==> config.mk <==
export PLATFORM = sky130hd
export DESIGN_NAME = sdf_np_acc_pick_flat
export DESIGN_NICKNAME = d
export VERILOG_FILES = /design/src/rtl/sdf_np_acc_pick_pkg.sv /design/src/rtl/sdf_np_acc_pick_if.sv /design/src/rtl/sdf_np_acc_pick_arb.sv /design/src/rtl/sdf_np_acc_pick.sv /design/src/flat_wrapper.sv
export SDC_FILE = /design/constraint.sdc
export NUM_CORES = 1
export LEC_CHECK = 0
export CAP_MARGIN = 20
export CORE_MARGIN = 3
export CORE_UTILIZATION = 29
export CTS_CLUSTER_DIAMETER = 100
export DETAILED_ROUTE_END_ITERATION = 10
export GPL_TIMING_DRIVEN = 0
export REMOVE_ABC_BUFFERS = 1
export SYNTH_ARGS = -nofsm -noshare
export SYNTH_HDL_FRONTEND = slang
export SYNTH_SLANG_ARGS = --single-unit
==> constraint.sdc <==
create_clock -name ck -period 7.9 [get_ports ck]
set_input_delay 1.185 -clock ck [delete_from_list [all_inputs] [get_ports ck]]
set_output_delay 1.185 -clock ck [all_outputs]
set_load 0.005 [all_outputs]
==> src/rtl/sdf_np_acc_pick_pkg.sv <==
// Shared constants and width helpers for the accumulate-and-pick actor.
// Width helpers are constant functions so parameter derivations stay in one place.
package sdf_acc_pkg;

    localparam int ARB_FIXED = 0;
    localparam int ARB_RR    = 1;

    function automatic int clog2(input int value);
        int res;
        res = 0;
        for (int i = 0; i < 31; i++) begin
            if ((32'sd1 <<< i) < value) begin
                res = i + 1;
            end else begin
                res = res;
            end
        end
        return res;
    endfunction

    function automatic int tag_width(input int ch);
        return (clog2(ch) < 1) ? 1 : clog2(ch);
    endfunction

    function automatic int payload_width(input int width, input int ch);
        return width - tag_width(ch);
    endfunction

    function automatic int count_width(input int acc_len);
        return (clog2(acc_len) < 1) ? 1 : clog2(acc_len);
    endfunction

endpackage

==> src/rtl/sdf_np_acc_pick_if.sv <==
// Input FIFO bank and output FIFO handshake of the accumulate-and-pick actor.
interface sdf_np_acc_pick_if #(
    parameter int WIDTH = 8,
    parameter int CH    = 2
);
    logic [CH*WIDTH-1:0] in_data;
    logic [CH-1:0]       in_empty;
    logic [CH-1:0]       in_read;
    logic                full;
    logic                wr;
    logic [WIDTH-1:0]    out_data;
    logic                out_last;

    modport master (
        output in_data, in_empty, full,
        input  in_read, wr, out_data, out_last
    );

    modport slave (
        input  in_data, in_empty, full,
        output in_read, wr, out_data, out_last
    );
endinterface

==> src/rtl/sdf_np_acc_pick_arb.sv <==
// Combinational channel arbiter: fixed priority (highest index) or round-robin
// starting one past the last served channel.
module sdf_rr_arbiter
    import sdf_acc_pkg::*;
#(
    parameter int CH    = 2,
    parameter int TAG_W = 1,
    parameter int MODE  = ARB_FIXED
) (
    input  logic [CH-1:0]    i_req,
    input  logic [TAG_W-1:0] i_ptr,
    output logic [CH-1:0]    o_gnt,
    output logic [TAG_W-1:0] o_idx,
    output logic             o_any
);

    logic [TAG_W-1:0] w_idx;
    logic             w_found;

    // Select the winning channel index
    always_comb begin : p_pick
        int pos;
        pos     = 0;
        w_idx   = '0;
        w_found = 1'b0;
        if (MODE == ARB_FIXED) begin
            for (int k = 0; k < CH; k++) begin
                if (i_req[k]) begin
                    w_idx   = TAG_W'(k);
                    w_found = 1'b1;
                end else begin
                    w_found = w_found;
                end
            end
        end else begin
            for (int off = 1; off <= CH; off++) begin
                pos = (int'(i_ptr) + off) % CH;
                if (!w_found && i_req[pos]) begin
                    w_idx   = TAG_W'(pos);
                    w_found = 1'b1;
                end else begin
                    w_found = w_found;
                end
            end
        end
    end

    // Expand the winning index into a one-hot grant
    always_comb begin
        o_gnt = '0;
        for (int k = 0; k < CH; k++) begin
            if (w_found && (w_idx == TAG_W'(k))) begin
                o_gnt[k] = 1'b1;
            end else begin
                o_gnt[k] = 1'b0;
            end
        end
    end

    assign o_idx = w_idx;
    assign o_any = w_found;

endmodule

==> src/rtl/sdf_np_acc_pick.sv <==
// N-channel accumulate-and-pick actor: one granted token per cycle is summed into its
// channel's window and the tagged running or final sum is written to a shared FIFO.
module sdf_np_acc_pick
    import sdf_acc_pkg::*;
#(
    parameter int WIDTH        = 8,
    parameter int CH           = 2,
    parameter int ACC_LEN      = 4,
    parameter int RR           = 0,
    parameter int EMIT_PARTIAL = 1
) (
    input logic              ck,
    input logic              rst,
    input logic              clr,
    sdf_np_acc_pick_if.slave bus
);

    localparam int TAG_W = tag_width(CH);
    localparam int PW    = payload_width(WIDTH, CH);
    localparam int CNT_W = count_width(ACC_LEN);

    logic [CH-1:0]            w_elig;
    logic [CH-1:0]            w_gnt;
    logic [TAG_W-1:0]         w_idx;
    logic                     w_any;
    logic [CH-1:0][PW-1:0]    w_acc;
    logic [CH-1:0][CNT_W-1:0] w_cnt;
    logic [PW-1:0]            w_tok;
    logic [PW-1:0]            w_sum;
    logic                     w_close;
    logic [TAG_W-1:0]         r_rr_ptr;

    logic [CH-1:0]            w_read;
    logic                     w_wr;
    logic                     w_last;
    logic [WIDTH-1:0]         w_out;

    // A full output FIFO or a clear blocks every channel for this cycle
    always_comb begin
        if (bus.full || clr) begin
            w_elig = '0;
        end else begin
            w_elig = ~bus.in_empty;
        end
    end

    sdf_rr_arbiter #(
        .CH    (CH),
        .TAG_W (TAG_W),
        .MODE  ((RR != 0) ? ARB_RR : ARB_FIXED)
    ) u_arb (
        .i_req (w_elig),
        .i_ptr (r_rr_ptr),
        .o_gnt (w_gnt),
        .o_idx (w_idx),
        .o_any (w_any)
    );

    assign w_tok   = bus.in_data[int'(w_idx)*WIDTH +: PW];
    assign w_sum   = w_acc[w_idx] + w_tok;
    assign w_close = (w_cnt[w_idx] == CNT_W'(ACC_LEN - 1));

    // Zero-latency handshake, forced quiet while reset is asserted
    always_comb begin
        w_read = '0;
        w_wr   = 1'b0;
        w_last = 1'b0;
        w_out  = '0;
        if (!rst && w_any) begin
            w_read = w_gnt;
            w_last = w_close;
            w_wr   = (EMIT_PARTIAL != 0) || w_close;
            w_out  = {w_idx, w_sum};
        end else begin
            w_read = '0;
        end
    end

    assign bus.in_read  = w_read;
    assign bus.wr       = w_wr;
    assign bus.out_data = w_out;
    assign bus.out_last = w_last;

    for (genvar k = 0; k < CH; k++) begin : g_ch
        logic [PW-1:0]    r_acc;
        logic [CNT_W-1:0] r_cnt;
        logic             w_hit;

        assign w_hit = w_any && (w_idx == TAG_W'(k));

        // Window sum and position; untouched unless this channel is granted
        always_ff @(posedge ck or posedge rst) begin
            if (rst) begin
                r_acc <= '0;
                r_cnt <= '0;
            end else if (clr) begin
                r_acc <= '0;
                r_cnt <= '0;
            end else if (w_hit) begin
                if (w_close) begin
                    r_acc <= '0;
                    r_cnt <= '0;
                end else begin
                    r_acc <= w_sum;
                    r_cnt <= r_cnt + CNT_W'(1);
                end
            end else begin
                r_acc <= r_acc;
                r_cnt <= r_cnt;
            end
        end

        assign w_acc[k] = r_acc;
        assign w_cnt[k] = r_cnt;
    end

    // Remember the last served channel; resets so channel 0 is served first
    always_ff @(posedge ck or posedge rst) begin
        if (rst) begin
            r_rr_ptr <= TAG_W'(CH - 1);
        end else if ((RR == ARB_RR) && w_any) begin
            r_rr_ptr <= w_idx;
        end else begin
            r_rr_ptr <= r_rr_ptr;
        end
    end

endmodule

==> src/flat_wrapper.sv <==
// flat-port wrapper written by rule: the top's interface ports become plain ports
module sdf_np_acc_pick_flat import sdf_acc_pkg::*;
#(
    parameter int WIDTH        = 8,
    parameter int CH           = 2,
    parameter int ACC_LEN      = 4,
    parameter int RR           = 0,
    parameter int EMIT_PARTIAL = 1
)
  (ck, rst, clr, bus_in_data, bus_in_empty, bus_full, bus_in_read, bus_wr, bus_out_data, bus_out_last);
  sdf_np_acc_pick_if #(.WIDTH(WIDTH), .CH(CH)) bus_i ();
  input logic ck;
  input logic rst;
  input logic clr;
  input wire logic [$bits(bus_i.in_data)-1:0] bus_in_data;
  input wire logic [$bits(bus_i.in_empty)-1:0] bus_in_empty;
  input wire logic [$bits(bus_i.full)-1:0] bus_full;
  output wire logic [$bits(bus_i.in_read)-1:0] bus_in_read;
  output wire logic [$bits(bus_i.wr)-1:0] bus_wr;
  output wire logic [$bits(bus_i.out_data)-1:0] bus_out_data;
  output wire logic [$bits(bus_i.out_last)-1:0] bus_out_last;
  assign bus_i.in_data = bus_in_data;
  assign bus_i.in_empty = bus_in_empty;
  assign bus_i.full = bus_full;
  assign bus_in_read = bus_i.in_read;
  assign bus_wr = bus_i.wr;
  assign bus_out_data = bus_i.out_data;
  assign bus_out_last = bus_i.out_last;
  sdf_np_acc_pick #(.WIDTH(WIDTH), .CH(CH), .ACC_LEN(ACC_LEN), .RR(RR), .EMIT_PARTIAL(EMIT_PARTIAL)) u_core (.ck(ck), .rst(rst), .clr(clr), .bus(bus_i));
endmodule
==> results of run 1 <==
[power by group through the flow]
stage                     combinational, W  sequential (W)   clock, W
after floorplan                  0.0000437        0.000104          0
after global placement           0.0000694        0.000105          0
after detailed placement         0.0000694        0.000105          0
after CTS                        0.0000698        0.000104  0.0000650
after global routing             0.0000787        0.000105  0.0000711
final                            0.0000694        0.000104  0.0000670
[state kept, by name, indices dropped and copies added, names as in the netlist]
signal             cells
u_core.g_ch.r_acc     14
u_core.g_ch.r_cnt      4
[layer usage]
| metal | part of all wire, % | up-vias | track usage, % |
|---|---|---|---|
| met5 | 0 | - | 0 |
| met4 | 0.53 | 0 | 1.81 |
| met3 | 5.6 | 3 | 2.60 |
| met2 | 42 | 27 | 19.3 |
| met1 | 52 | 569 | 18.4 |
| li1 | - | 625 | - |
[final cells by class]
class,count,share of cell area (%)
repair buffers,32,18.4
multi-input cells,136,48.8
flip-flops and latches,18,25.8
well taps,52,3.73
inverters,4,0.861
clock buffers,3,2.37
[worst paths after layout]
| kind | from | endpoint | slack, ns | depth (start not counted) |
|---|---|---|---|---|
| worst max-delay path | clr | bus_out_data[6] | 1.54 | 11 |
| worst min-delay path | u_core.g_ch[0].r_acc[2] | u_core.g_ch[0].r_acc[2] | 0.51 | 1 |
| worst max register to register | u_core.g_ch[0].r_acc[0] | u_core.g_ch[1].r_acc[6] | 5.54 | 8 |
| worst min register to register | u_core.g_ch[0].r_acc[2] | u_core.g_ch[0].r_acc[2] | 0.51 | 1 |
| max in group asynchronous | rst | u_core.g_ch[0].r_cnt[0] | 6.00 | 2 |
| min in group asynchronous | rst | u_core.g_ch[1].r_cnt[0] | 1.45 | 2 |
[cells in the mapped netlist, types with 3 or more instances]
cell type and n:
a211oi_1 3, a21oi_1 5, a22o_1 9, and2_1 7, clkbuf_1 3, dfrtp_1 18
ha_1 6, inv_1 3, nand2_1 45, nand3_1 3, nor2_1 15, o21ai_0 3
xnor2_1 7
[through the flow]
stage	utilization, %	total power [W]	instances	hold WS (ns)	worst slack [ns]
6_report	39.5	0.000240	245	0.513	1.54
3_3_place_gp	38.3	0.000175	241	0.488	1.54
2_1_floorplan	-	0.000148	158	0.473	3.26
5_1_grt	39.5	0.000254	245	0.538	1.28
3_5_place_dp	38.3	0.000175	241	0.496	1.58
4_1_cts	39.3	0.000239	244	0.512	1.56
[cell families (layout without fill, tap and decap cells)]
kind of cell / count (synthesis) / count (layout) / share of synthesized area, %
simple gates: 86 / 86 / 29.9
compound gates: 33 / 33 / 19.8
flops: 18 / 18 / 33.7
buf+inv: 9 / 39 / 2.71
xor+xnor: 8 / 8 / 5.24
fa+ha+maj: 7 / 7 / 7.11
mux: 2 / 2 / 1.50
==> impl_metrics.py, run 1 <==
metrics = {
    "status": {
        "status": "finished clean",
    },
    "clocking": {
        "ctsLongestPathBuffers": 2,
        "cts_num_sinks": 18,
        "cts_hold_buf": 0,
        "cts_tree": "yes",
        "clock_latency_ns": 0.26,
        "ctsResizeCount": 0,
        "htreeDepth": 1,
        "cts_root_buf": "clkbuf_8",
        "postCtsSetupRepairBufs": 0,
        "numCtsBuffers": 3,
        "cts.clk_slew.worst_paths_ns": 0.07,
    },
    "power_and_ir_drop": {
        "pwr-share-comb_pct": 28.9,
        "pwr-share-clk_pct": 27.9,
        "cellLeakagePower_nw": 0.798,
        "p_sw_w": 0.0000739,
        "peakVddDrop_uv": 76.4,
        "p_sw_share_pct": 30.8,
        "seqPwrFrac_pct": 43.2,
        "pwr_density_cell_nw_per_um2": 138,
        "p_int_w": 0.000166,
    },
    "yosys": {
        "syn_area_sq_um": 1340,
        "yosysTopAreaCellShare_pct": 33.7,
        "seq_area_frac_synth_pct": 33.7,
        "synth_top_flop_cell": "dfrtp_1",
        "syn_area_per_cell_sq_um": 8.21,
        "async_flop_share_pct": 100,
        "synth_cell_types": 39,
        "synth_edf_count": 0,
        "synth.top_cells.by_area": "dfrtp_1 34%, nand2_1 13%, a22o_1 5.9%, ha_1 5.6%, xnor2_1 4.6%",
        "yosys_warnings": 0,
        "synth-seq-cells": 18,
        "synth_top_cell_by_area": "dfrtp_1",
        "syn_inst": 163,
    },
    "drt": {
        "num_vias": 1224,
        "drtIter0Drc": 96,
        "wl_mm": 3.22,
        "wl_per_cell_um": 13.1,
        "firstDrtPassIters": 4,
        "vias_per_cell": 5.00,
        "antenna_left": 0,
        "drcViolationCount": 0,
    },
    "critical_path": {
        "max_stage_delay_ns": 0.86,
        "start_kind": "primary input",
        "cp.required_ns": 6.71,
        "path_cells": "clkdlybuf4s50_1 > or3_1 > nand2_1 > nand2_1 > ha_1 > fa_1 > a21o_1 > a2111o_1 > xnor2_1 > nor2_1 > clkdlybuf4s50_1",
        "cp_max_fo": 22,
        "cp.buffers_inverters": 2,
        "crit_family": "buffers and inverters",
        "crit_arrival_ns": 5.17,
        "end_kind": "output pin",
        "worstSetupPathType": "primary input to output pin",
        "worst_path_max_delay_cell": "or3_1",
    },
    "grt": {
        "track_usage_pct": 12.5,
        "grt_first_pass_wirelength_mm": 5.39,
        "grt_overflow_total": 0,
        "antenna_found_initial": 0,
        "grt_max_degree": 23,
        "first_global_vias": 1122,
    },
    "die": {
        "die-area_sq_um": 5460,
        "io_pins": 34,
        "initial_core_util_pct": 30.3,
        "fp.dieW_um": 73.9,
        "coreArea_sq_um": 4410,
        "die_h_um": 73.9,
        "rows": 24,
    },
    "cells_and_area": {
        "layout_commonest_cell": "nand2_1",
        "drive_above_1_share_pct": 4.15,
        "fillers": 454,
        "design_area_sq_um": 1740,
        "final_nets": 224,
        "multi_input_area_sq_um": 851,
        "area_growth_pct": 30.4,
        "n_antenna_cell": 0,
        "layout_common_cells": "45 x nand2_1, 31 x clkdlybuf4s50_1, 18 x dfrtp_1",
        "seqCellArea_sq_um": 450,
    },
    "placed_design": {
        "place.gp.congestion": 0.787,
        "hpwl_mm": 2.32,
        "placed_cell_area_sq_um": 1690,
        "place.port_buffers": 31,
    },
    "sta": {
        "worstMarginPinSlew_ns": 0.928,
        "rsz0062_at_grt": "no",
        "finalSetupTns_ns": 0,
        "finalHoldViolations": 0,
        "fin_skew_ns": 0.00408,
        "relSlewSlack_pct": 38.1,
        "finalMaxSlewViolations": 0,
        "period_needed_ns": 6.36,
        "max_freq_mhz": 157,
        "finalCritPeriodShare_pct": 80.5,
        "setup_viol": 0,
    },
    "job": {
        "cap_violations": 0,
    },
    "min_path": {
        "timing.hold.worst.class": "register to register",
    },
}
(Power assumes the default switching activity.)
==> run 2: changes to the inputs <==
- clock period: 7.9 -> 5.6 ns (I/O delays scaled with it)
==> run 2 against run 1 <==
Combinational power is 41% higher. Critical path type unchanged. Final area is 0.43% higher. Final cell count stayed put. Sequential cell count stayed put. Clock skew is 0.0013 ns higher. Clock power is 41% higher. Wire length is 0.71% higher. Worst hold slack worse by 0.0035 ns. Largest power group unchanged.
==> impl_metrics.py, run 2 (synthesized netlist as in run 1, its figures left out) <==
metrics = {
    "status": {
        "status": "finished clean",
    },
    "cells_and_area": {
        "largest_reg_flops": 14,
        "final_nets": 224,
        "area_growth_pct": 31.0,
        "layout_common_cells": "45 x nand2_1, 30 x clkdlybuf4s50_1, 18 x dfrtp_1",
        "largest_register": "u_core.g_ch.r_acc",
        "drive_above_1_share_pct": 4.66,
        "n_antenna_cell": 0,
        "final_util_pct": 39.7,
        "largestRegisters": "u_core.g_ch.r_acc (14), u_core.g_ch.r_cnt (4)",
        "layout_commonest_cell": "nand2_1",
    },
    "clocking": {
        "numCtsBuffers": 3,
        "htreeDepth": 1,
        "cts_hold_buf": 0,
        "ctsLongestPathBuffers": 2,
        "cts.clk_slew.worst_paths_ns": 0.07,
        "postCtsSetupRepairBufs": 0,
        "cts_tree": "yes",
        "cts_root_buf": "clkbuf_8",
        "cts_num_sinks": 18,
        "clock_latency_ns": 0.26,
    },
    "min_path": {
        "hold_end": "u_core.g_ch[0].r_acc[2]",
        "hold_depth": 1,
        "holdCritStartpoint": "u_core.g_ch[0].r_acc[2]",
        "timing.hold.worst.class": "register to register",
    },
    "sta": {
        "period_needed_ns": 5.06,
        "fin_skew_ns": 0.00539,
        "worstMarginPinSlew_ns": 0.944,
        "setup_viol": 0,
        "finalMaxSlewViolations": 0,
        "rsz0062_at_grt": "no",
        "max_freq_mhz": 197,
        "finalHoldViolations": 0,
        "finalCritPeriodShare_pct": 90.4,
        "fin_hold_ws_ns": 0.509,
        "relSlewSlack_pct": 37.0,
    },
    "grt": {
        "grt_overflow_total": 0,
        "grt_max_degree": 23,
        "grt_first_pass_wirelength_mm": 5.43,
        "track_usage_pct": 12.6,
        "antenna_found_initial": 0,
        "first_global_vias": 1121,
    },
    "placed_design": {
        "place.gp.congestion": 0.787,
        "hpwl_mm": 2.32,
        "place.port_buffers": 31,
    },
    "critical_path": {
        "cp.required_ns": 4.76,
        "ff2ff_setup_slack_ns": 3.26,
        "crit_arrival_ns": 4.22,
        "reg2regPathDepth": 8,
        "worstSetupPathType": "primary input to output pin",
        "r2r_start": "u_core.g_ch[1].r_acc[0]",
        "end_kind": "output pin",
        "start_kind": "primary input",
        "r2r-end": "u_core.g_ch[1].r_acc[6]",
        "cp_max_fo": 22,
    },
    "drt": {
        "vias_per_cell": 4.99,
        "drcViolationCount": 0,
        "firstDrtPassIters": 4,
        "drtIter0Drc": 83,
        "num_vias": 1223,
        "wl_mm": 3.24,
        "antenna_left": 0,
        "wl_per_cell_um": 13.2,
    },
    "die": {
        "fp.dieW_um": 73.9,
        "die-area_sq_um": 5460,
        "rows": 24,
        "die_h_um": 73.9,
        "coreArea_sq_um": 4410,
        "initial_core_util_pct": 30.3,
        "io_pins": 34,
    },
    "power_and_ir_drop": {
        "cellLeakagePower_nw": 0.809,
        "power.total_w": 0.000339,
        "peakVddDrop_uv": 108,
        "pwr_density_cell_nw_per_um2": 193,
    },
    "job": {
        "cap_violations": 0,
    },
}
-- run 2: changes by cell type in the layout (fill, tap and decap cells not counted), sizes merged --
| cell | delta |
|---|---|
| clkdlybuf4s50 | -1 |
| dlymetal6s2s | +1 |
-- run 2: critical path, cell delays in order --
cell and delay, ns:
clkdlybuf4s50_1 0.58, or3_4 0.54, nand2_1 0.11, nand2_1 0.06
ha_1 0.23, fa_1 0.42, a21o_1 0.20, a2111o_1 0.45
xnor2_1 0.18, nor2_1 0.11, clkdlybuf4s50_1 0.51
-- run 2: report_power, final --
group,switching [W],total [W],internal (W)
Clock,0.0000464,0.0000943,0.0000479
Combinational,0.0000499,0.0000982,0.0000482
Sequential,0.00000760,0.000146,0.000139
-- run 2: area by class of cell --
class	count	area, sq um
clock buffers	3	41.3
fillers	453	2660
inverters	4	15.0
multi-input cells	136	856
flip-flops and latches	18	450
well taps	52	65.1
repair buffers	32	324
-- run 2: per-layer routing --
layer / track usage, % / share of wire (%) / up-vias / wire, um
li1: - / - / 626 / -
met2: 19.5 / 43 / 27 / 1380
met4: 1.81 / 0.52 / 0 / 17
met3: 2.60 / 5.5 / 3 / 179
met5: 0 / 0 / - / 0
met1: 18.5 / 51 / 567 / 1660
-- run 2: stage by stage --
step | setup TNS (ns) | instances | setup WS, ns | instance area, sq um
final | 0 | 245 | 0.535 | 1750
after global routing | 0 | 245 | 0.319 | 1750
after CTS | 0 | 244 | 0.106 | 1740
after detailed placement | -0.0291 | 241 | -0.0291 | 1690
after global placement | -0.0706 | 241 | -0.0706 | 1690
after floorplan | 0 | 158 | 1.65 | 1320
-- run 2: worst max-delay path by stage --
| stage | start | to | slack [ns] | cells after the start |
|---|---|---|---|---|
| CTS | clr | bus_out_data[6] | 0.11 | 10 |
| global placement | clr | bus_out_data[6] | -0.07 | 11 |
| floorplan | clr | bus_out_data[6] | 1.65 | 9 |
| global route | bus_in_empty[1] | bus_out_data[6] | 0.32 | 11 |
| finish | bus_full | bus_out_data[6] | 0.54 | 11 |
| detailed placement | clr | bus_out_data[6] | -0.03 | 11 |
-- run 2: repair_timing --
action / in CTS / in global routing
endpoints found under the setup margin: 1 / 1
pin swaps: 0 / 0
gates resized for setup: 2 / 1
